### config.mk
export PLATFORM = sky130hd
export DESIGN_NAME = batchnorm_act_pipe
export DESIGN_NICKNAME = d
export VERILOG_FILES = /design/src/rtl/bn_pkg.sv /design/src/rtl/bn_act_unit.sv /design/src/rtl/batchnorm_act_pipe.sv
export SDC_FILE = /design/constraint.sdc
export NUM_CORES = 2
export LEC_CHECK = 0
export CAP_MARGIN = 20
export CORE_MARGIN = 1
export CORE_UTILIZATION = 60
export CTS_CLUSTER_DIAMETER = 120
export CTS_CLUSTER_SIZE = 16
export DETAILED_ROUTE_END_ITERATION = 6
export PLACE_DENSITY_LB_ADDON = 0.3
export SLEW_MARGIN = 20
export SYNTH_ARGS = -nofsm -noshare
export SYNTH_HDL_FRONTEND = slang
export SYNTH_SLANG_ARGS = --single-unit
### constraint.sdc
create_clock -name clk -period 22.3 [get_ports clk]
set_input_delay 4.46 -clock clk [delete_from_list [all_inputs] [get_ports clk]]
set_output_delay 4.46 -clock clk [all_outputs]
set_load 0.05 [all_outputs]
### src/rtl/bn_pkg.sv
// Shared types, Q-format constants and saturation helper for the
// batch-norm + activation pipeline.
`default_nettype none

package bn_pkg;

    typedef enum logic [1:0] {
        ACT_NONE   = 2'b00,
        ACT_RELU   = 2'b01,
        ACT_RELU6  = 2'b10,
        ACT_HSWISH = 2'b11
    } act_mode_t;

    // Integer magnitudes; shift left by FRAC at the point of use to obtain Q-format.
    localparam int ONE   = 1;
    localparam int THREE = 3;
    localparam int SIX   = 6;
    localparam int INV6  = 10923;

    // Clamp a wide signed value into the range of a w-bit two's-complement number.
    function automatic logic signed [63:0] sat(input logic signed [63:0] v, input int w);
        logic signed [63:0] hi;
        logic signed [63:0] lo;
        hi = (64'sd1 <<< (w - 1)) - 64'sd1;
        lo = -(64'sd1 <<< (w - 1));
        if (v > hi)
            sat = hi;
        else if (v < lo)
            sat = lo;
        else
            sat = v;
    endfunction

endpackage

`default_nettype wire

### src/rtl/bn_act_unit.sv
// Final pipeline stage: applies the per-sample activation and holds the
// output register under the global stall.
`default_nettype none

module bn_act_unit
    import bn_pkg::*;
#(
    parameter int WIDTH = 16,
    parameter int FRAC  = 8,
    parameter int CH_W  = 4
) (
    input  logic                    clk,
    input  logic                    rst_n,
    input  logic                    advance,
    input  logic                    in_valid,
    input  logic signed [WIDTH-1:0] in_data,
    input  logic                    in_sat,
    input  logic [CH_W-1:0]         in_channel,
    input  act_mode_t               in_mode,
    output logic                    out_valid,
    output logic signed [WIDTH-1:0] out_data,
    output logic [CH_W-1:0]         out_channel,
    output logic                    out_sat
);

    localparam logic signed [63:0] THREE_Q = 64'(THREE) <<< FRAC;
    localparam logic signed [63:0] SIX_Q   = 64'(SIX) <<< FRAC;
    localparam logic signed [63:0] INV6_W  = 64'(INV6);

    logic signed [63:0]      y_w;
    logic signed [63:0]      t_w;
    logic signed [63:0]      p_w;
    logic signed [63:0]      h_w;
    logic signed [WIDTH-1:0] act_w;

    logic                    valid_q;
    logic signed [WIDTH-1:0] data_q;
    logic [CH_W-1:0]         channel_q;
    logic                    sat_q;

    always_comb begin
        y_w = 64'(in_data);
        t_w = y_w + THREE_Q;
        if (t_w < 0)
            t_w = '0;
        else if (t_w > SIX_Q)
            t_w = SIX_Q;
        p_w = (y_w * t_w) >>> FRAC;
        h_w = (p_w * INV6_W) >>> 16;

        act_w = in_data;
        case (in_mode)
            ACT_RELU: begin
                if (y_w < 0)
                    act_w = '0;
            end
            ACT_RELU6: begin
                if (y_w < 0)
                    act_w = '0;
                else if (y_w > SIX_Q)
                    act_w = WIDTH'(SIX_Q);
            end
            ACT_HSWISH: act_w = WIDTH'(sat(h_w, WIDTH));
            default:    act_w = in_data;
        endcase
    end

    always_ff @(posedge clk) begin
        if (!rst_n) begin
            valid_q <= 1'b0;
        end else if (advance) begin
            valid_q   <= in_valid;
            data_q    <= act_w;
            channel_q <= in_channel;
            sat_q     <= in_sat;
        end
    end

    // Payload reads as zero whenever no sample is presented.
    assign out_valid   = valid_q;
    assign out_data    = valid_q ? data_q : '0;
    assign out_channel = valid_q ? channel_q : '0;
    assign out_sat     = valid_q & sat_q;

endmodule

`default_nettype wire

### src/rtl/batchnorm_act_pipe.sv
// Four-stage folded batch-norm (scale/bias per channel) with round/saturate
// and selectable activation, under a single global stall.
`default_nettype none

module batchnorm_act_pipe
    import bn_pkg::*;
#(
    parameter int WIDTH    = 16,
    parameter int FRAC     = 8,
    parameter int CHANNELS = 16,
    localparam int CH_W    = (CHANNELS > 1) ? $clog2(CHANNELS) : 1
) (
    input  logic                    clk,
    input  logic                    rst_n,
    input  logic                    en,
    input  logic [1:0]              act_mode,
    input  logic                    prm_we,
    input  logic [CH_W-1:0]         prm_addr,
    input  logic signed [WIDTH-1:0] prm_scale,
    input  logic signed [WIDTH-1:0] prm_bias,
    input  logic                    s_valid,
    output logic                    s_ready,
    input  logic signed [WIDTH-1:0] s_data,
    input  logic [CH_W-1:0]         s_channel,
    output logic                    m_valid,
    input  logic                    m_ready,
    output logic signed [WIDTH-1:0] m_data,
    output logic [CH_W-1:0]         m_channel,
    output logic                    m_sat
);

    localparam int ACC_W = 2 * WIDTH + 2;
    localparam logic signed [WIDTH-1:0] ONE_Q  = WIDTH'(ONE <<< FRAC);
    localparam logic signed [ACC_W-1:0] HALF_Q = ACC_W'(1) <<< (FRAC - 1);

    logic signed [WIDTH-1:0] scale_tbl [CHANNELS];
    logic signed [WIDTH-1:0] bias_tbl  [CHANNELS];
    logic signed [WIDTH-1:0] rd_scale;
    logic signed [WIDTH-1:0] rd_bias;
    logic                    prm_hit;
    logic                    ch_hit;

    logic advance;
    logic accept;

    logic                    v1, v2, v3;
    logic signed [WIDTH-1:0] x1, sc1, bi1;
    logic signed [ACC_W-1:0] acc2;
    logic signed [WIDTH-1:0] y3;
    logic                    sat3;
    logic [CH_W-1:0]         ch1, ch2, ch3;
    act_mode_t               md1, md2, md3;

    logic signed [ACC_W-1:0] acc_w;
    logic signed [ACC_W-1:0] shr_w;
    logic signed [63:0]      wide_w;
    logic signed [63:0]      sat_w;
    logic signed [WIDTH-1:0] y_w;
    logic                    clamp_w;

    assign prm_hit = int'(prm_addr) < CHANNELS;
    assign ch_hit  = int'(s_channel) < CHANNELS;

    // Writes land at the edge, so a same-cycle lookup still sees the old entry.
    always_ff @(posedge clk) begin
        if (!rst_n) begin
            for (int i = 0; i < CHANNELS; i++) begin
                scale_tbl[i] <= ONE_Q;
                bias_tbl[i]  <= '0;
            end
        end else if (prm_we && prm_hit) begin
            scale_tbl[prm_addr] <= prm_scale;
            bias_tbl[prm_addr]  <= prm_bias;
        end
    end

    always_comb begin
        rd_scale = ONE_Q;
        rd_bias  = '0;
        if (ch_hit) begin
            rd_scale = scale_tbl[s_channel];
            rd_bias  = bias_tbl[s_channel];
        end
    end

    assign advance = rst_n && en && (!m_valid || m_ready);
    assign s_ready = advance;
    assign accept  = s_valid && advance;

    assign acc_w   = ACC_W'(x1) * ACC_W'(sc1) + (ACC_W'(bi1) <<< FRAC) + HALF_Q;
    assign shr_w   = acc2 >>> FRAC;
    assign wide_w  = 64'(shr_w);
    assign sat_w   = sat(wide_w, WIDTH);
    assign y_w     = WIDTH'(sat_w);
    assign clamp_w = (sat_w != wide_w);

    always_ff @(posedge clk) begin
        if (!rst_n) begin
            v1 <= 1'b0;
            v2 <= 1'b0;
            v3 <= 1'b0;
        end else if (advance) begin
            v1   <= accept;
            x1   <= s_data;
            sc1  <= rd_scale;
            bi1  <= rd_bias;
            ch1  <= s_channel;
            md1  <= act_mode_t'(act_mode);

            v2   <= v1;
            acc2 <= acc_w;
            ch2  <= ch1;
            md2  <= md1;

            v3   <= v2;
            y3   <= y_w;
            sat3 <= clamp_w;
            ch3  <= ch2;
            md3  <= md2;
        end
    end

    bn_act_unit #(
        .WIDTH (WIDTH),
        .FRAC  (FRAC),
        .CH_W  (CH_W)
    ) u_act (
        .clk         (clk),
        .rst_n       (rst_n),
        .advance     (advance),
        .in_valid    (v3),
        .in_data     (y3),
        .in_sat      (sat3),
        .in_channel  (ch3),
        .in_mode     (md3),
        .out_valid   (m_valid),
        .out_data    (m_data),
        .out_channel (m_channel),
        .out_sat     (m_sat)
    );

endmodule

`default_nettype wire

==> impl_metrics.csv <==
group,metric,value,unit
status,status,"finished clean",
global_routing,grt-ovfl-total,0,
timing,fmax,0.0567,GHz
placed_design,gp_congestion,0.929,
cells_and_area,area_growth,6.45,%
global_routing,grt_pass1_vias,41200,
placed_design,dp.cells,6703,
clock_network,post_cts_resized,0,
die,die-area,0.104,mm²
placed_design,post_dp_cell_area,0.0643,mm²
global_routing,grtUsageTotal,30.2,%
yosys,ys_warn_count,0,
clock_network,clkLatencyLatePin,0.62,ns
routing,routedWlPerCell,22.5,µm
yosys,synth_cells,5351,
clock_network,tritoncts,"done",
yosys,synthDistinctLibCells,86,
min_path,worstHoldPathCells,0,
timing,period_minus_slack,17.64,ns
min_path,hold_class,"reg -> reg",
critical_path,path_buf_inv,9,
timing,fin_skew,0.0299,ns
yosys,ys_ff_latch,646,
routing,dr.pass1.iters,6,
yosys,synthArstFlopShare,0,%
critical_path,critPathMostFrequentCell,"fa_1",
cells_and_area,regArea,0.0194,mm²
timing,hold_violations,0,
clock_network,numCtsBuffers,47,
clock_network,postCtsHoldBufs,0,
placed_design,port_buffers,86,
routing,viasPerCell,5.83,
timing,min_period_over_period,79.1,%
routing,routed-via-count,39400,
cells_and_area,final_cell_mix,"inv_1, fa_1, and2_1",
critical_path,required,22.77,ns
critical_path,ff2ff_path_depth,53,
routing,drc_errors,0,
yosys,synth_edf_count,642,
critical_path,cp.arrival,18.11,ns
timing,worst_pin_slew,1.16,ns
cells_and_area,stdcell_count,6767,
clock_network,clk_pin_slew,0.09,ns
routing,drtIter0Drc,3748,
cells_and_area,drive_above_1_share,6.54,%
yosys,synth_flop_cell,"edfxtp_1",
routing,drtAntennaViolNets,0,
clock_network,htreeDepth,2,
cells_and_area,nets,6756,
critical_path,worst_setup_path_end_kind,"flip-flop",
critical_path,path_depth,53,
yosys,syn_area,0.0617,mm²
yosys,yosysSeqAreaShare,31.4,%
flow_run,maxCapViolCount,0,
cells_and_area,final_util,64.5,%
cells_and_area,final_common_cell,"inv_1",
clock_network,clockBufferDepth,3,
cells_and_area,fill_cells,7785,
global_routing,antenna_found_initial,7,
critical_path,worst-setup-path-type,"reg -> reg",
timing,relSlewSlack,22.7,%
critical_path,cpPeakStageDelay,0.72,ns
global_routing,grt_pass1_wl,236000,µm
critical_path,cp_max_fo,42,
global_routing,grt_max_degree,83,
clock_network,root_buffer,"clkbuf_16",
die,ioPinCount,87,
die,num_rows,117,
routing,wl,152000,µm
die,die_y,323,µm
clock_network,postCtsSetupRepairBufs,0,
cells_and_area,multi_input_area,0.0378,mm²
die,die_w,323,µm
yosys,avgSynthCellArea,11.5,µm²
timing,rsz0062_at_grt,"no",
critical_path,start_kind,"flip-flop",
timing,setup_viol,0,
critical_path,cp_slowest_cell,"edfxtp_1",
timing,finalSetupTns,0,ns
critical_path,crit_family,"adder cells",
cells_and_area,finalInstanceArea,0.0657,mm²
clock_network,clkSinkCount,646,
placed_design,hpwl,113000,µm
die,start_util,60.6,%
timing,slew_violations,0,
die,coreArea,0.102,mm²
[area by class of cell]
| cell class | instances | share of cell area [%] |
|---|---|---|
| inverters | 1102 | 6.30 |
| clock inverters | 6 | 0.154 |
| clock buffers | 53 | 1.86 |
| multi-input cells | 3437 | 57.6 |
| flip-flops and latches | 646 | 29.5 |
| well taps | 1368 | 2.61 |
| diodes | 5 | 0.0190 |
| repair buffers | 150 | 2.03 |
[logic make-up (layout without fill, tap and decap cells)]
family	count (synthesis)	in the layout	synth area share, %
flip-flops	646	646	31.4
AO/OA/AOI/OAI	418	418	4.62
AND/OR/NAND/NOR	1371	1371	12.3
other	2	81	0.0122
adder cells (fa/ha/maj)	1308	1308	36.1
multiplexers	163	163	5.89
buffers and inverters	1342	1311	8.21
XOR/XNOR	101	101	1.43
[stage by stage]
step | hold WS [ns] | worst slack, ns
floorplan | 0.400 | 6.90
detailed placement | 0.406 | 4.57
finish | 0.408 | 4.66
global route | 0.430 | 3.84
CTS | 0.417 | 4.49
global placement | 0.402 | 5.10
[final timing paths]
| kind | start | end | slack [ns] |
|---|---|---|---|
| setup / recovery | y3[8] | u_act.data_q[14] | 4.66 |
| hold / removal | ch1[3] | ch2[3] | 0.41 |
| setup reg to reg | y3[8] | u_act.data_q[14] | 4.66 |
| hold reg to reg | ch1[3] | ch2[3] | 0.41 |
[Yosys cell counts, types with 5 or more instances]
master / number / area (µm²)
a31oi_1: 8 / 50.1
nor3b_1: 5 / 37.5
and4_1: 12 / 105
o211ai_1: 12 / 90.1
buf_2: 5 / 25.0
o21ai_1: 5 / 25.0
a2111oi_0: 12 / 105
and2_1: 658 / 4120
nor4_1: 17 / 106
a211oi_1: 9 / 67.6
clkbuf_1: 222 / 833
a221o_1: 13 / 130
o31ai_1: 6 / 45.0
nand2_1: 296 / 1110
buf_1: 10 / 37.5
or3_1: 25 / 156
xor2_1: 32 / 280
o221ai_1: 5 / 43.8
xnor2_1: 69 / 604
and3_1: 71 / 444
or2_2: 7 / 43.8
fa_1: 790 / 15800
o21bai_1: 19 / 143
mux4_2: 160 / 3600
nor3_1: 44 / 220
o21a_1: 17 / 128
nor2b_1: 12 / 75.1
a21oi_1: 111 / 556
a21boi_0: 6 / 45.0
o21ai_0: 77 / 385
nor2_1: 102 / 383
a31o_2: 6 / 52.6
a21o_1: 59 / 443
ha_1: 518 / 6480
inv_1: 1101 / 4130
nand2b_1: 34 / 213
nand3_1: 32 / 160
edfxtp_1: 642 / 19300
nand4_1: 30 / 188
[layer usage]
layer | GRT usage (%) | vias to the layer above | wire length (µm)
met5 | 0 | - | 54
met4 | 9.62 | 8 | 4980
met3 | 6.40 | 307 | 14000
met2 | 49.1 | 1704 | 73000
met1 | 40.7 | 20000 | 60300
li1 | - | 17400 | -
[worst register-to-register path, delay by kind of cell (launching register included)]
kind,cells,cell delay (ns)
xor+xnor,1,0.19
flops,1,0.72
compound gates,20,5.92
simple gates,8,2.55
buf+inv,9,1.11
fa+ha+maj,15,7.04
[flip-flops by register name, summed over array words and instances, names as in the netlist, 16 cells and up]
| register | cells |
|---|---|
| x1 | 16 |
| y3 | 16 |
| bias_tbl | 256 |
| sc1 | 16 |
| scale_tbl | 256 |
| acc2 | 26 |
| u_act.data_q | 16 |
| bi1 | 16 |
Power is not shown: default switching activity piles up to over one toggle a cycle in this logic, so the estimate is an artifact.
